### src/rtl/clk_gate_ctrl.sv
// clk_gate_ctrl: handshake-driven enable controller for a downstream BUFGCE.
// A consumer requests the gated clock with EN_REQ. The request waits
// WAKE_CYCLES before the clock is granted. When the request drops, the clock
// is held for IDLE_CYCLES of inactivity before it is gated off. While the
// clock is granted, CE can be divided by DIV.
//
// Ports:
//   CLK      - free-running source clock (also the BUFGCE I input)
//   RSTN     - asynchronous active-low reset
//   EN_REQ   - level request to run the gated clock
//   ACTIVITY - single-cycle pulse that restarts the idle timer in DRAIN
//   FORCE_ON - debug override that holds CE high
//   DIV      - divide ratio N; 0 and 1 both mean undivided
//   CE       - registered BUFGCE clock enable
//   EN_ACK   - high while the gated clock is granted (ON or DRAIN)
//   STATE    - FSM state: OFF=0, WAKE=1, ON=2, DRAIN=3
module clk_gate_ctrl #(
  parameter int unsigned DIV_WIDTH   = 4,
  parameter int unsigned WAKE_CYCLES = 4,
  parameter int unsigned IDLE_CYCLES = 8
) (
  input  logic                 CLK,
  input  logic                 RSTN,
  input  logic                 EN_REQ,
  input  logic                 ACTIVITY,
  input  logic                 FORCE_ON,
  input  logic [DIV_WIDTH-1:0] DIV,
  output logic                 CE,
  output logic                 EN_ACK,
  output logic [1:0]           STATE
);

  typedef enum logic [1:0] {
    ST_OFF   = 2'd0,
    ST_WAKE  = 2'd1,
    ST_ON    = 2'd2,
    ST_DRAIN = 2'd3
  } state_t;

  localparam logic [7:0]         WAKE_LOAD = 8'(WAKE_CYCLES);
  localparam logic [7:0]         IDLE_LOAD = 8'(IDLE_CYCLES);
  localparam logic [DIV_WIDTH:0] ONE_W     = (DIV_WIDTH+1)'(1);

  state_t               state_q, state_d;
  logic [7:0]           wake_q, wake_d;
  logic [7:0]           idle_q, idle_d;
  logic [DIV_WIDTH-1:0] phase_q, phase_d;
  logic [DIV_WIDTH-1:0] div_q, div_d;
  logic                 ce_d, ack_d;

  logic [DIV_WIDTH:0]   phase_inc;
  logic                 phase_wrap;
  logic [DIV_WIDTH-1:0] phase_adv;
  logic [DIV_WIDTH-1:0] div_adv;

  // The phase counter wraps after div_q-1; a latched ratio of 0 or 1 wraps on
  // every cycle. DIV is re-sampled only on the wrap, so a period in progress
  // always completes with the ratio it started with.
  always_comb begin
    phase_inc  = {1'b0, phase_q} + ONE_W;
    phase_wrap = (phase_inc >= {1'b0, div_q});
    phase_adv  = phase_wrap ? '0 : phase_inc[DIV_WIDTH-1:0];
    div_adv    = phase_wrap ? DIV : div_q;
  end

  always_comb begin
    state_d = state_q;
    wake_d  = wake_q;
    idle_d  = idle_q;
    phase_d = phase_q;
    div_d   = div_q;

    unique case (state_q)
      ST_OFF: begin
        if (EN_REQ) begin
          state_d = ST_WAKE;
          wake_d  = WAKE_LOAD;
        end
      end
      ST_WAKE: begin
        if (!EN_REQ) begin
          state_d = ST_OFF;
          wake_d  = '0;
        end else if (wake_q <= 8'd1) begin
          state_d = ST_ON;
          wake_d  = '0;
          phase_d = '0;
          div_d   = DIV;
        end else begin
          wake_d = wake_q - 8'd1;
        end
      end
      ST_ON: begin
        phase_d = phase_adv;
        div_d   = div_adv;
        if (!EN_REQ) begin
          state_d = ST_DRAIN;
          idle_d  = IDLE_LOAD;
        end
      end
      ST_DRAIN: begin
        phase_d = phase_adv;
        div_d   = div_adv;
        // A returning request wins over an expiring idle timer and keeps the
        // phase running, so CE continues without a wake gap.
        if (EN_REQ) begin
          state_d = ST_ON;
          idle_d  = '0;
        end else if (ACTIVITY) begin
          idle_d = IDLE_LOAD;
        end else if (idle_q <= 8'd1) begin
          state_d = ST_OFF;
          idle_d  = '0;
          phase_d = '0;
        end else begin
          idle_d = idle_q - 8'd1;
        end
      end
      default: state_d = ST_OFF;
    endcase

    ack_d = (state_d == ST_ON) || (state_d == ST_DRAIN);
    ce_d  = FORCE_ON || (ack_d && (phase_d == '0));
  end

  always_ff @(posedge CLK or negedge RSTN) begin
    if (!RSTN) begin
      state_q <= ST_OFF;
      wake_q  <= '0;
      idle_q  <= '0;
      phase_q <= '0;
      div_q   <= '0;
      CE      <= 1'b0;
      EN_ACK  <= 1'b0;
    end else begin
      state_q <= state_d;
      wake_q  <= wake_d;
      idle_q  <= idle_d;
      phase_q <= phase_d;
      div_q   <= div_d;
      CE      <= ce_d;
      EN_ACK  <= ack_d;
    end
  end

  assign STATE = state_q;

endmodule

### config.mk
export PLATFORM = sky130hd
export DESIGN_NAME = clk_gate_ctrl
export DESIGN_NICKNAME = d
export VERILOG_FILES = /design/src/rtl/clk_gate_ctrl.sv
export SDC_FILE = /design/constraint.sdc
export NUM_CORES = 1
export LEC_CHECK = 0
export ABC_AREA = 0
export CAP_MARGIN = 30
export CORE_AREA = 2 2 59 61
export DETAILED_ROUTE_END_ITERATION = 12
export DIE_AREA = 0 0 61 63
export GPL_ROUTABILITY_DRIVEN = 0
export PLACE_DENSITY = 0.71
export REMOVE_ABC_BUFFERS = 1
export SETUP_SLACK_MARGIN = 0.1
export SYNTH_ARGS = -nofsm -noshare
export SYNTH_HDL_FRONTEND = slang
export SYNTH_SLANG_ARGS = --single-unit
### constraint.sdc
create_clock -name CLK -period 2.05 [get_ports CLK]
set_input_delay 0.41 -clock CLK [delete_from_list [all_inputs] [get_ports CLK]]
set_output_delay 0.41 -clock CLK [all_outputs]
set_load 0.1 [all_outputs]
==> results.json, run 1 <==
{
  "fin_crit_ns": 2.079,
  "grt_start_max_net_pins": 28,
  "number_of_global_route_vias_before_repair": 1303,
  "dr.first_iter.drc_count": 42,
  "synth_common_cells": "sky130_fd_sc_hd__dfrtp_1, sky130_fd_sc_hd__o21ai_0, sky130_fd_sc_hd__inv_1",
  "ff2ff_setup_slack_ns": -0.03,
  "finish.cell_count_without_fillers": 244,
  "finalSetupTns_ns": -0.02853,
  "final.period_utilization_pct": 101.4,
  "worst_r2r_path_depth": 4,
  "coreArea_mm2": 0.003232,
  "multi_input_gate_area_um2": 869.6,
  "design.portCount": 13,
  "power.density_cell_area_mw_per_mm2": 1769,
  "sequential_cell_area_um2": 676.9,
  "placementRows": 21,
  "clkSlewWorstSetupHoldPaths_ns": 0.16,
  "fillers": 296,
  "layout-area-overhead-vs-synth_pct": 31.03,
  "clkLatencyLatePin_ns": 0.33,
  "post-place-cells": 236,
  "path_cells": "or4_4 > or3_4 > or3_4 > a32o_1",
  "die-area_mm2": 0.003843,
  "post-synth-top-area-fraction_pct": 43.87,
  "fin_area_mm2": 0.002018,
  "critPathMaxStageDelay_ns": 0.53,
  "tritoncts.num_buffers": 3,
  "irDropWorstVdd_uv": 860.7,
  "violations_in_the_final_reports": "setup timing",
  "unrepaired_setup_endpoints_after_global_routing": "yes",
  "final.setup_skew_ns": 0.01311,
  "placement.io_buffers": 12,
  "ys_warn_count": 0,
  "synth.lib_cells_used.distinct": 39,
  "synth-async-reset-ratio_pct": 100.0,
  "final_core_density_pct": 62.45,
  "setup.worst_path.start_class": "flip-flop",
  "cap_violations": 0,
  "ctsHtreeMaxLevel": 1,
  "synthMostInstantiatedCell": "sky130_fd_sc_hd__dfrtp_1",
  "setup_viol_count_final": 1,
  "worstPathRequired_ns": 2.28,
  "ys_seq_elements": 27,
  "clock_sinks": 27,
  "cts_root_buffer": "sky130_fd_sc_hd__clkbuf_4",
  "final_hold_viol_count": 0,
  "crit_slowest_cell": "sky130_fd_sc_hd__or4_4",
  "timing.final.max_slew_violations": 0,
  "avgSynthCellArea_um2": 9.335,
  "final_layout_size_suffix_gt1_share_pct": 25.25,
  "grt-ovfl-total": 0,
  "nets": 217,
  "peak_usage_layer_in_the_global_routing_report": "met2",
  "diodes": 0,
  "critical_path_peak_fanout": 5,
  "number_of_synthesized_flops_with_an_enable_pin": 0,
  "leading_cell_types_by_total_area_after_synthesis": "sky130_fd_sc_hd__dfrtp_1, sky130_fd_sc_hd__ha_1, sky130_fd_sc_hd__o21ai_0, sky130_fd_sc_hd__inv_1, sky130_fd_sc_hd__nand3_1",
  "critical_path.endpoint_type": "flip-flop",
  "cts_tree": "done",
  "grt_usage_pct": 19.31,
  "netlist.top_cell.by_area": "sky130_fd_sc_hd__dfrtp_1",
  "critPathMostFrequentCell": "sky130_fd_sc_hd__or3_4",
  "total_leakage_power_uw": 0.0009188,
  "die_width_um": 61,
  "slew_headroom_pct": 72.83,
  "met2_usage_pct": 32.93,
  "tightest_slew_ns": 0.4020,
  "timing.final.ws_setup_ns": -0.02853,
  "synthCells": 165,
  "route.detailed.drc": 0,
  "synth_sequential_area_ratio_pct": 43.87,
  "placement.cell_area_mm2": 0.001864,
  "routed_wl_mm": 3.332,
  "mappedNetlistArea_mm2": 0.001540,
  "postRouteAntennaNets": 0,
  "firstDrtPassIters": 4,
  "worst-setup-path-type": "reg2reg",
  "antenna_found_initial": 0,
  "r2r_end": "phase_q[3]$_DFF_PN0_",
  "met1_usage_in_global_routing_pct": 26.09,
  "outcome": "finished with violations",
  "start_util_pct": 47.66,
  "die-height_um": 63,
  "min-delay-path-class": "in2async",
  "total_power_uw": 3570,
  "dp.final_hpwl_mm": 2.477,
  "wire_length_of_the_first_global_routing_pass_mm": 5.754,
  "routedWlPerCell_um": 13.66,
  "regToRegStartpoint": "idle_q[2]$_DFFE_PN0P_",
  "vias": 1300,
  "achievable-frequency_ghz": 0.4811,
  "yosys_most_used_dff": "sky130_fd_sc_hd__dfrtp_1",
  "critical_path_arrival_ns": 2.31,
  "clock_path_buffers": 2,
  "grt.met3_usage_pct": 2.484,
  "setup.worst_path.start": "idle_q[2]$_DFFE_PN0P_",
  "viasPerCell": 5.328
}
critical path, delay by kind of cell, from the launching register on:
kind / cells / cell delay, ns
compound gates: 1 / 0.26
flops: 1 / 0.41
simple gates: 3 / 1.31
timing repair:
action	CTS	global route
pin swaps	3	3
setup buffers	1	3
cloned	0	0
gates resized for setup	8	15
endpoints found under the setup margin	10	13
hold buffers	0	0
report_power, final:
| group | total (uW) | internal [uW] | switching, uW | leakage (uW) |
|---|---|---|---|---|
| clock | 244 | 74.5 | 169 | 0.0000139 |
| combinational | 2350 | 1120 | 1220 | 0.000559 |
| sequential | 980 | 746 | 234 | 0.000346 |
registers in the layout, summed over array words and instances, names as in the netlist:
signal	flops
idle_q	8
div_q	4
phase_q	4
wake_q	8
EN_ACK	1
CE	1
STATE	1
how the worst max path moves through the flow:
stage	to	cells after the start	slack [ns]
6_report	phase_q[3]$_DFF_PN0_	4	-0.03
2_1_floorplan	idle_q[7]$_DFFE_PN0P_	5	-0.82
4_1_cts	phase_q[3]$_DFF_PN0_	4	-0.02
3_3_place_gp	phase_q[2]$_DFF_PN0_	5	0.02
5_1_grt	phase_q[3]$_DFF_PN0_	4	-0.1
3_5_place_dp	phase_q[3]$_DFF_PN0_	4	-0.008
layer usage:
layer | share of wire, % | up-vias
met5 | 0 | -
met4 | 0.42 | 0
met3 | 1.4 | 2
met2 | 51 | 10
met1 | 48 | 634
li1 | - | 654
cell type report:
class | count | share of cell area (%)
multi-input combinational | 117 | 43.09
sequential | 27 | 33.54
timing repair buffer | 36 | 16.43
tap | 46 | 2.852
inverter | 14 | 2.604
clock buffer | 3 | 1.116
clock inverter | 1 | 0.3720
kinds of logic (layout without fill, tap and decap cells):
group	after synthesis	count (layout)	share of synthesized area [%]
AO/OA/AOI/OAI	46	46	19.42
XOR/XNOR	7	7	3.981
adder cells (fa/ha/maj)	9	9	7.311
buffers and inverters	21	54	5.443
flip-flops	27	27	43.87
multiplexers	5	5	3.574
AND/OR/NAND/NOR	50	50	16.41
placed cells by master (no fill, tap or decap), types with 2 or more instances in the layout:
| cell type | Yosys | final |
|---|---|---|
| sky130_fd_sc_hd__dfrtp_1 | 27 | 26 |
| sky130_fd_sc_hd__buf_4 | 1 | 24 |
| sky130_fd_sc_hd__inv_1 | 14 | 14 |
| sky130_fd_sc_hd__nand2_1 | 12 | 12 |
| sky130_fd_sc_hd__nor2_1 | 11 | 11 |
| sky130_fd_sc_hd__o21ai_0 | 15 | 10 |
| sky130_fd_sc_hd__nand3_1 | 9 | 8 |
| sky130_fd_sc_hd__a21oi_1 | 8 | 8 |
| sky130_fd_sc_hd__clkdlybuf4s50_1 | 0 | 8 |
| sky130_fd_sc_hd__ha_1 | 9 | 7 |
| sky130_fd_sc_hd__nor3_1 | 6 | 6 |
| sky130_fd_sc_hd__xor2_1 | 4 | 4 |
| sky130_fd_sc_hd__o21ai_1 | 0 | 4 |
| sky130_fd_sc_hd__o31ai_1 | 3 | 3 |
| sky130_fd_sc_hd__mux2_4 | 0 | 3 |
| sky130_fd_sc_hd__or3_1 | 3 | 3 |
| sky130_fd_sc_hd__clkbuf_4 | 0 | 3 |
| sky130_fd_sc_hd__buf_12 | 0 | 3 |
| sky130_fd_sc_hd__o21bai_1 | 2 | 2 |
| sky130_fd_sc_hd__or3_4 | 2 | 2 |
| sky130_fd_sc_hd__nand2b_1 | 2 | 2 |
| sky130_fd_sc_hd__a31oi_1 | 2 | 2 |
| sky130_fd_sc_hd__o22ai_1 | 2 | 2 |
| sky130_fd_sc_hd__xnor2_1 | 3 | 2 |
| sky130_fd_sc_hd__a21o_1 | 2 | 2 |
| sky130_fd_sc_hd__o41ai_1 | 2 | 2 |
| sky130_fd_sc_hd__ha_4 | 0 | 2 |
through the flow:
| stage | setup slack (ns) | hold WS (ns) |
|---|---|---|
| after floorplan | -0.8216 | 0.1144 |
| after global placement | 0.02063 | 0.4864 |
| after detailed placement | -0.008179 | 0.4935 |
| after CTS | -0.01525 | 0.4343 |
| after global routing | -0.09513 | 0.4487 |
| final | -0.02853 | 0.4230 |
Note: power is estimated with default switching activity, not from simulation.
==> inputs of run 2 (changes only) <==
Settings changed: SKIP_CTS_REPAIR_TIMING set to 1.
==> run 2 against run 1 <==
The run still ends with setup timing left; cell count is 0.41% lower; first-iteration DRC count stayed put; hold slack better by 0.0042 ns; die area stayed put; critical path type unchanged; critical endpoint unchanged; largest power group unchanged.
==> results.json, run 2 (same netlist as run 1, synthesis figures left out) <==
{
  "dp.final_hpwl_mm": 2.477,
  "cts_tree": "done",
  "critical_path_buf_inv_count": 0,
  "achievable-frequency_ghz": 0.4767,
  "final_layout_size_suffix_gt1_share_pct": 23.35,
  "crit_slowest_cell": "sky130_fd_sc_hd__or4_4",
  "die_width_um": 61,
  "grt-ovfl-total": 0,
  "final.period_utilization_pct": 102.3,
  "unrepaired_setup_endpoints_after_global_routing": "yes",
  "placement.cell_area_mm2": 0.001864,
  "worstPathRequired_ns": 2.28,
  "peak_usage_layer_in_the_global_routing_report": "met2",
  "min-delay-path-class": "in2async",
  "most_common_library_cell_in_the_layout_ignoring_fill_and_taps": "sky130_fd_sc_hd__dfrtp_1",
  "fin_crit_ns": 2.098,
  "cts_root_buffer": "sky130_fd_sc_hd__clkbuf_4",
  "firstDrtPassIters": 4,
  "placement.io_buffers": 12,
  "number_of_global_route_vias_before_repair": 1290,
  "timing.critical_path.depth": 4,
  "met1_usage_in_global_routing_pct": 26.19,
  "route.detailed.drc": 0,
  "met2_usage_pct": 31.85,
  "critical_path_peak_fanout": 5,
  "final.setup_skew_ns": 0.01024,
  "irDropWorstVdd_uv": 836.4,
  "path_cells": "or4_4 > or3_4 > or3_4 > a32o_1",
  "tritoncts.num_buffers": 3,
  "timing.final.max_slew_violations": 0,
  "final_hold_viol_count": 0,
  "outcome": "finished with violations",
  "die-height_um": 63,
  "design.portCount": 13,
  "worst-setup-path-type": "reg2reg",
  "total_power_uw": 3448,
  "finish.cell_count_without_fillers": 243,
  "clock_path_buffers": 2,
  "critPathMaxStageDelay_ns": 0.54,
  "ff2ff_setup_slack_ns": -0.05,
  "critical_path_arrival_ns": 2.32,
  "grt.met3_usage_pct": 2.484,
  "setup.worst_path.start_class": "flip-flop",
  "violations_in_the_final_reports": "setup timing",
  "r2r_end": "phase_q[3]$_DFF_PN0_",
  "critical_path.endpoint_type": "flip-flop",
  "die-area_mm2": 0.003843,
  "final_cell_mix": "sky130_fd_sc_hd__dfrtp_1, sky130_fd_sc_hd__buf_4, sky130_fd_sc_hd__inv_1",
  "regToRegStartpoint": "idle_q[2]$_DFFE_PN0P_",
  "critPathMostFrequentCell": "sky130_fd_sc_hd__or3_4",
  "diodes": 0,
  "antenna_found_initial": 0,
  "coreArea_mm2": 0.003232,
  "wire_length_of_the_first_global_routing_pass_mm": 5.678,
  "power.density_cell_area_mw_per_mm2": 1755,
  "setup_viol_count_final": 1,
  "layout-area-overhead-vs-synth_pct": 27.54,
  "critical_path.top_delay_family": "simple AND/OR/NAND/NOR gates",
  "clkLatencyLatePin_ns": 0.33,
  "clock_sinks": 27,
  "vias": 1290,
  "placementRows": 21,
  "worst_r2r_path_depth": 4,
  "setup.worst_path.start": "idle_q[2]$_DFFE_PN0P_",
  "clkSlewWorstSetupHoldPaths_ns": 0.16,
  "grt_usage_pct": 19.01,
  "tightest_slew_ns": 0.3979,
  "start_util_pct": 47.66,
  "routed_wl_mm": 3.287,
  "timing.final.ws_setup_ns": -0.04758,
  "ctsHtreeMaxLevel": 1,
  "dr.first_iter.drc_count": 42,
  "routedWlPerCell_um": 13.53,
  "post-place-cells": 236,
  "final_core_density_pct": 60.78,
  "fin_area_mm2": 0.001964,
  "postRouteAntennaNets": 0,
  "slew_headroom_pct": 73.11,
  "setup.worst_path.end": "phase_q[3]$_DFF_PN0_",
  "grt_start_max_net_pins": 28,
  "total_leakage_power_uw": 0.0009034,
  "viasPerCell": 5.309,
  "registers_with_the_most_flip_flops": "idle_q x8, wake_q x8",
  "nets": 216,
  "cap_violations": 0
}
## run 2: cell count changes in the layout (fill, tap and decap cells not counted), sizes merged
cell  before  now
buf       28   27
## run 2: layout make-up
class | instances | area, um^2
Fill cell | 297 | 1267
Multi-Input combinational cell | 117 | 824.5
Sequential cell | 27 | 675.6
Timing Repair Buffer | 35 | 324.1
Tap cell | 46 | 57.56
Inverter | 14 | 52.55
Clock buffer | 3 | 22.52
Clock inverter | 1 | 7.507
## run 2: through the flow
stage	setup TNS, ns	setup WS (ns)	hold WS (ns)
3_5_place_dp	-0.01091	-0.008179	0.4935
5_1_grt	-0.2631	-0.1147	0.4429
2_1_floorplan	-12.94	-0.8216	0.1144
3_3_place_gp	0	0.02063	0.4864
6_report	-0.04758	-0.04758	0.4273
4_1_cts	-0.05684	-0.03278	0.4343
## run 2: routing by layer
layer / up-vias / routed length (um)
met1: 610 / 1525
met2: 27 / 1657
met5: - / 0
li1: 651 / -
met4: 0 / 14
met3: 2 / 89
## run 2: how the worst min path moves through the flow
stage                                     from  cells after the start                     to  slack [ns]
after floorplan                           RSTN                      0           CE$_DFF_PN0_        0.11
after global placement    div_q[2]$_DFFE_PN0P_                      1   div_q[2]$_DFFE_PN0P_        0.49
after detailed placement  div_q[2]$_DFFE_PN0P_                      1   div_q[2]$_DFFE_PN0P_        0.49
after CTS                                 RSTN                      2  wake_q[5]$_DFFE_PN0P_        0.43
after global routing                      RSTN                      2  wake_q[5]$_DFFE_PN0P_        0.44
final                                     RSTN                      2  wake_q[6]$_DFFE_PN0P_        0.43
## run 2: power by group
part,switching [uW],internal (uW)
Combinational,1190,1050
Sequential,225,745
Clock,166,74.5
